$ cat src/rtl/div.sv
// Multi-cycle radix-2 restoring divider for MIPS div/divu. The result is
// {remainder, quotient} and stays valid while ready_o is high.
module div #(
  parameter int unsigned WIDTH = 32
) (
  input  logic               clk,
  input  logic               rst,
  input  logic               signed_div_i,
  input  logic [WIDTH-1:0]   opdata1_i,
  input  logic [WIDTH-1:0]   opdata2_i,
  input  logic               start_i,
  input  logic               annul_i,
  output logic [2*WIDTH-1:0] result_o,
  output logic               ready_o
);

  typedef enum logic [1:0] {
    FREE   = 2'b00,
    BYZERO = 2'b01,
    ON     = 2'b10,
    END    = 2'b11
  } state_t;

  localparam logic [5:0]       LAST = 6'(WIDTH);
  localparam logic [WIDTH-1:0] ONE  = WIDTH'(1);

  state_t             state;
  logic [5:0]         cnt;
  logic [2*WIDTH:0]   dividend;
  logic [WIDTH-1:0]   divisor;
  logic [WIDTH:0]     tmp;
  logic [WIDTH-1:0]   abs1;
  logic [WIDTH-1:0]   abs2;
  logic               neg1;
  logic               neg2;

  always_comb begin
    neg1 = signed_div_i && opdata1_i[WIDTH-1];
    neg2 = signed_div_i && opdata2_i[WIDTH-1];
    abs1 = neg1 ? (~opdata1_i + ONE) : opdata1_i;
    abs2 = neg2 ? (~opdata2_i + ONE) : opdata2_i;
    tmp  = {1'b0, dividend[2*WIDTH-1:WIDTH]} - {1'b0, divisor};
  end

  // Partial remainder lives in dividend[2W:W+1], quotient bits shift in at [0].
  always_ff @(posedge clk or negedge rst) begin
    if (!rst) begin
      state    <= FREE;
      cnt      <= '0;
      dividend <= '0;
      divisor  <= '0;
      result_o <= '0;
      ready_o  <= 1'b0;
    end else begin
      case (state)
        FREE: begin
          ready_o  <= 1'b0;
          result_o <= '0;
          if (start_i && !annul_i) begin
            if (opdata2_i == '0) begin
              state <= BYZERO;
            end else begin
              state    <= ON;
              cnt      <= '0;
              dividend <= {{WIDTH{1'b0}}, abs1, 1'b0};
              divisor  <= abs2;
            end
          end
        end
        BYZERO: begin
          dividend <= '0;
          state    <= END;
        end
        ON: begin
          if (annul_i) begin
            state <= FREE;
          end else if (cnt != LAST) begin
            if (tmp[WIDTH])
              dividend <= dividend << 1;
            else
              dividend <= {tmp[WIDTH-1:0], dividend[WIDTH-1:0], 1'b1};
            cnt <= cnt + 6'd1;
          end else begin
            if (neg1 ^ neg2)
              dividend[WIDTH-1:0] <= ~dividend[WIDTH-1:0] + ONE;
            if (neg1)
              dividend[2*WIDTH:WIDTH+1] <= ~dividend[2*WIDTH:WIDTH+1] + ONE;
            state <= END;
            cnt   <= '0;
          end
        end
        END: begin
          if (start_i) begin
            result_o <= {dividend[2*WIDTH:WIDTH+1], dividend[WIDTH-1:0]};
            ready_o  <= 1'b1;
          end else begin
            state    <= FREE;
            result_o <= '0;
            ready_o  <= 1'b0;
          end
        end
        default: state <= FREE;
      endcase
    end
  end

endmodule

$ cat config.mk
export PLATFORM = sky130hd
export DESIGN_NAME = div
export DESIGN_NICKNAME = d
export VERILOG_FILES = /design/src/rtl/div.sv
export SDC_FILE = /design/constraint.sdc
export NUM_CORES = 1
export LEC_CHECK = 0
export BUFFER_PORTS_ARGS = -buffer_cell sky130_fd_sc_hd__buf_2
export CORE_ASPECT_RATIO = 0.6
export CORE_MARGIN = 3
export CORE_UTILIZATION = 45
export CTS_BUF_LIST = sky130_fd_sc_hd__clkbuf_2 sky130_fd_sc_hd__clkbuf_4 sky130_fd_sc_hd__clkbuf_8
export CTS_CLUSTER_DIAMETER = 50
export DETAILED_ROUTE_END_ITERATION = 7
export GPL_ROUTABILITY_DRIVEN = 1
export PLACE_DENSITY_LB_ADDON = 0.08
export SLEW_MARGIN = 25
export SYNTH_ARGS = -nofsm -noshare
export SYNTH_HDL_FRONTEND = slang
export SYNTH_SLANG_ARGS = --single-unit
export TNS_END_PERCENT = 50
$ cat constraint.sdc
create_clock -name clk -period 2.9 [get_ports clk]
set_input_delay 0.435 -clock clk [delete_from_list [all_inputs] [get_ports clk]]
set_output_delay 0.435 -clock clk [all_outputs]
set_load 0.02 [all_outputs]
# After elaboration in Yosys (flattened, before gate mapping)
# Cells that the tools add are included.
op_classes:
  eq_ne: 12
  reduce_logical: 15
  mux: 27
  bitwise: 6
  addsub: 6
ops:
  columns: ["operator", "count"]
  rows:
  - ["$mux W65", 4]
  - ["$pmux W65 S3", 1]
  - ["$mux W32", 6]
  - ["$add A32 B1 Y32 const B", 4]
  - ["$not A32 Y32", 4]
  - ["$pmux W64 S2", 1]
  - ["$mux W64", 1]
  - ["$sub A32 B32 Y33", 1]
  - ["$logic_not A32 Y1", 1]
  - ["$mux W6", 4]
  - ["$reduce_and A5 Y1", 3]
  - ["$pmux W6 S2", 1]
  - ["$mux W2", 5]
  - ["$ne A2 B2 Y1 const B", 5]
  - ["$ne A3 B3 Y1 const B", 3]
  - ["$pmux W2 S4", 1]
  - ["$add A6 B1 Y6 const B", 1]
  - ["$ne A6 B6 Y1 const B", 1]
  - ["$reduce_and A3 Y1", 2]
  - ["$eq A2 B2 Y1 const B", 2]
  - ["$reduce_and A4 Y1", 1]
  - ["$reduce_bool A2 Y1", 2]
  - ["$logic_and A1 B1 Y1", 3]
  - ["$reduce_bool A3 Y1", 1]
  - ["other kinds (7)", 8]
word_totals:
  regBits: 170
  output_inout_bits: 65
  input_bits: 69
  wordCells: 74

# Logic depth before layout (Yosys ltp)
depth:
  ltp_word: 6
  depth_mapped: 13
  mapped_depth_nobuf: 12

# Worst setup path before layout
# No wires, ideal clock.
synth_timing:
  path_type: "register to register"
  start: "register dividend[33]"
  end: "register dividend[47]"
  stages_incl_launch_ff: 12
  path_buffers: 0
  setup_ns: 0.090
  arrival_ns: 3.094
  period_less_slack_ns: 3.184
  required_ns: 2.810
  path_slack_ns: -0.284
  path_cell_list: "dfrtp_1 -> inv_1 -> ha_1 -> or3b_2 -> or3_1 -> or3_1 -> or3_1 -> or3_1 -> or3_1 -> o21ai_0 -> nand2_1 -> o221ai_1"
synth_between:
  elab_chain_len: 6
  elab_cells_between_ends: 8
  classes_between: "2 x add/sub; 5 x mux; 1 x bitwise"
synth_lines:
  columns: ["item", "line", "rtl"]
  rows:
  - ["start, declared", "29", "logic [2*WIDTH:0] dividend;"]
  - ["start signal, assigned", "65", "dividend <= {{WIDTH{1'b0}}, abs1, 1'b0};"]
  - ["start signal, assigned", "79", "dividend <= dividend << 1;"]
  - ["start signal, assigned", "81", "dividend <= {tmp[WIDTH-1:0], dividend[WIDTH-1:0], 1'b1};"]
  - ["$not A32 Y32", "87", "dividend[2*WIDTH:WIDTH+1] <= ~dividend[2*WIDTH:WIDTH+1] + ONE;"]
  - ["$add A32 B1 Y32", "87", null]
  - ["$mux W32", "86", "if (neg1)"]
  - ["$mux W32 (*)", "77", "end else if (cnt != LAST) begin"]
  - ["$mux W65 (*)", "75", "if (annul_i) begin"]
  - ["$pmux W65 S3 (*)", "55", "case (state)"]
# Every way passes the cells marked *; elsewhere a longest branch is shown, timed or not. The select of a mux whose other input is x is not followed.
# A chain may end at the register's enable or synchronous reset.

# Worst setup path after layout
layout_timing:
  start: "register dividend[33]"
  end: "register dividend[62]"
# The elaborated chain is that of the path after synthesis.

==> metrics <==
status complete, but fails checks; failing checks negative setup slack; dpl ws -0.4569 ns; Design Area, Final between 15000 and 20000 um^2; Mapped Cells 1369; vias in the first global route ~11k; crit share post-route 109.9%; Synthesized Nets 1482; Tot Pwr 0.01426 W; DR pass1 iterations 5; cell mode on critical path o31a_1; Synth cell types 72; Setup WS post-layout -0.2861 ns; largest net degree at the start of global routing 96; core area between 20000 and 25000 um^2; die height 130.7 um; flops & latches, synth 170; overall global routing resource usage 30.40%; via count approximately 12k; Area Growth Syn to Fin 35.88%; clk_skew 0.02588 ns; multiplexer share of the synthesized area 1.986%; Worst path max stage delay 0.45 ns; H-Tree Depth 4; Fmax 313.9 MHz; adder-cell share of the synthesized area 4.787%; starting density of the core 46.95%; slowest cell on the critical path dfrtp_2; clk_lat worst skew roughly 0.51 ns; Mean Syn Cell Area about 8.5 um^2; Max VDD drop 853.8 uV; area leader, netlist dfrtp_1; CP arrival 3.55 ns; Synth Area in XOR/XNOR 6.913%; row count 44; GRT Residual Overflow 0; RSZ-0062 raised after global routing true; EDFF count, synth 0; WS Path Type reg -> reg; ys flop type dfrtp_1; Die ar. 27930 um^2; relative slew slack about 44%; Final ANT Viol Nets 0; CP Buf/Inv Count 2; Finish-stage setup viols 19; MaxCap Viol Count 0; via/cell ratio 5.850; PortBufs 133; CTS buffer count 17; Ys Warns 0; commonest non-fill, non-tap cells in the layout buf_4 (274), dfrtp_1 (164), nor2_1 (137); antenna violations before repair 0; clk slew on worst S/H paths 0.11 ns; DIE WIDTH 213.8 um; CTS Buffer Depth 2; Synth Area in Compound Gates 28.02%; Crit path required time 3.27 ns; Pleak around 7.4 nW; crit-path leading delay family compound AO/OA/AOI/OAI gates; antenna cells 0; CP cell instances buf_4 -> ha_1 -> nor2b_1 -> o31a_1 -> o31a_1 -> a41o_1 -> a31oi_4 -> buf_6 -> o311a_1 -> o21bai_1 -> xnor2_1 -> a31oi_1; Final Hold Violating Endpoints 0; hpwl dp 31.84 mm; post-synth top area share 36.50%; drt wl/cell just over 20 um; CTS tree built; most common cell after layout, fill and taps aside buf_4; Post-Route WL 42.50 mm; min Tclk post-route roughly 3.2 ns; Worst Hold Class in -> reg; post-placement cell area 14560 um^2; worst slew pin tran about 0.84 ns; largest cells by area after synthesis dfrtp_1 (36%), a22o_1 (4.9%), o21ai_0 (4.8%), ha_1 (4.6%), nor2_1 (4.6%); simple logic cell fraction of the synthesized area 16.80%; Final nets 1853; io pins 134; Seq/Total Area, Yosys between 30% and 40%; dominant combinational cell family by area after synthesis compound AO/OA/AOI/OAI gates; DRC 0; Root Driver clkbuf_8; Sink Count 170; first-pass GRT wire length 64.05 mm; Startpoint Class flop; crit end category flop; Async SR Flop Fraction 100.0%; GPL Wtd Cong 0.9407; final core occ 63.79%; fraction of layout instances using a drive strength above 1 32.46%; CP Max Fanout 3; Post-Syn Area between 10000 and 15000 um^2; DR iter-0 viols between 1k and 1.5k; pwr/cell area about 900 nW/um^2; Pins Over Slew Limit 0
worst reg2reg max path, cell delays in order, from the launching register on:
cell,delay [ns]
dfrtp_2,0.45
buf_4,0.15
ha_1,0.27
nor2b_1,0.15
o31a_1,0.27
o31a_1,0.37
a41o_1,0.31
a31oi_4,0.26
buf_6,0.15
o311a_1,0.15
o21bai_1,0.07
xnor2_1,0.31
a31oi_1,0.13
registers in the layout, summed over array words and instances (netlist names):
signal    count
dividend     65
divisor      32
result_o     64
ready_o       1
cnt           6
state         2
report_power, final:
part | internal [W] | total [W] | leakage (nW) | switching, W
registers | 0.00302 | 0.00363 | 2.20 | 0.000609
logic | 0.00391 | 0.00886 | 5.02 | 0.00496
clock network | 0.000828 | 0.00177 | 0.203 | 0.000943
total | 0.00775 | 0.0143 | 7.42 | 0.00651
stage by stage:
step           setup TNS, ns  hold WS, ns  std cells
6_report              -2.247       0.2578       2098
5_1_grt               -4.007       0.2535       2098
4_1_cts              -0.9308       0.2262       2086
3_5_place_dp          -14.66       0.4656       2023
3_3_place_gp          -10.46       0.4576       2023
2_1_floorplan        -0.3986       0.1394       1369
path summary, 6_finish.rpt:
kind,start,endpoint,slack (ns),cells after the start
min,opdata2_i[25],divisor[25]$_DFFE_PN0P_,0.26,4
max in group asynchronous,rst,dividend[7]$_DFFE_PN0P_,1.59,3
max,dividend[33]$_DFFE_PN0P_,dividend[62]$_DFFE_PN0P_,-0.29,12
min in group asynchronous,rst,dividend[29]$_DFFE_PN0P_,0.51,2
max reg2reg,dividend[33]$_DFFE_PN0P_,dividend[62]$_DFFE_PN0P_,-0.29,12
min reg2reg,ready_o$_DFFE_PN0P_,ready_o$_DFFE_PN0P_,0.48,1
logic make-up after synthesis:
group | after synthesis
mux | 23
compound gates | 487
simple gates | 410
flops | 170
fa+ha+maj | 44
xor+xnor | 92
buf+inv | 143
layout make-up:
type | count | area [um^2]
inverters | 63 | 236.5
fillers | 2190 | 8990
well taps | 345 | 431.7
multi-input cells | 1056 | 7363
repair buffers | 432 | 3151
flip-flops and latches | 170 | 4262
clock buffers | 23 | 279.0
clock inverters | 9 | 116.4
Yosys cell counts, types with 18 or more instances:
library cell,count
dfrtp_1,170
nor2_1,143
o21ai_0,112
a21oi_1,107
nand2_1,104
clkbuf_1,67
a22o_1,65
inv_1,63
xor2_1,48
xnor2_1,44
ha_1,43
nor3_1,36
o221ai_1,30
o21a_1,26
mux2i_1,22
nand3_1,22
or3_1,21
a21o_1,18
timing repair:
item / CTS / global route
hold buffers: 1 / 0
pin swaps: 17 / 28
gates cloned: 2 / 0
endpoints found under the hold margin: 62 / 0
resized for setup: 48 / 75
buffers inserted: 29 / 14
setup endpoints to repair: 33 / 40
routing by layer:
layer | vias up | global-route usage, % | part of all wire (%)
met4 | 0 | 6.677 | 1.1
li1 | 5778 | - | -
met3 | 37 | 10.67 | 11
met2 | 528 | 36.41 | 37
met1 | 5930 | 49.91 | 51
met5 | - | 0 | 0
Note: power is estimated with default switching activity, not from simulation.
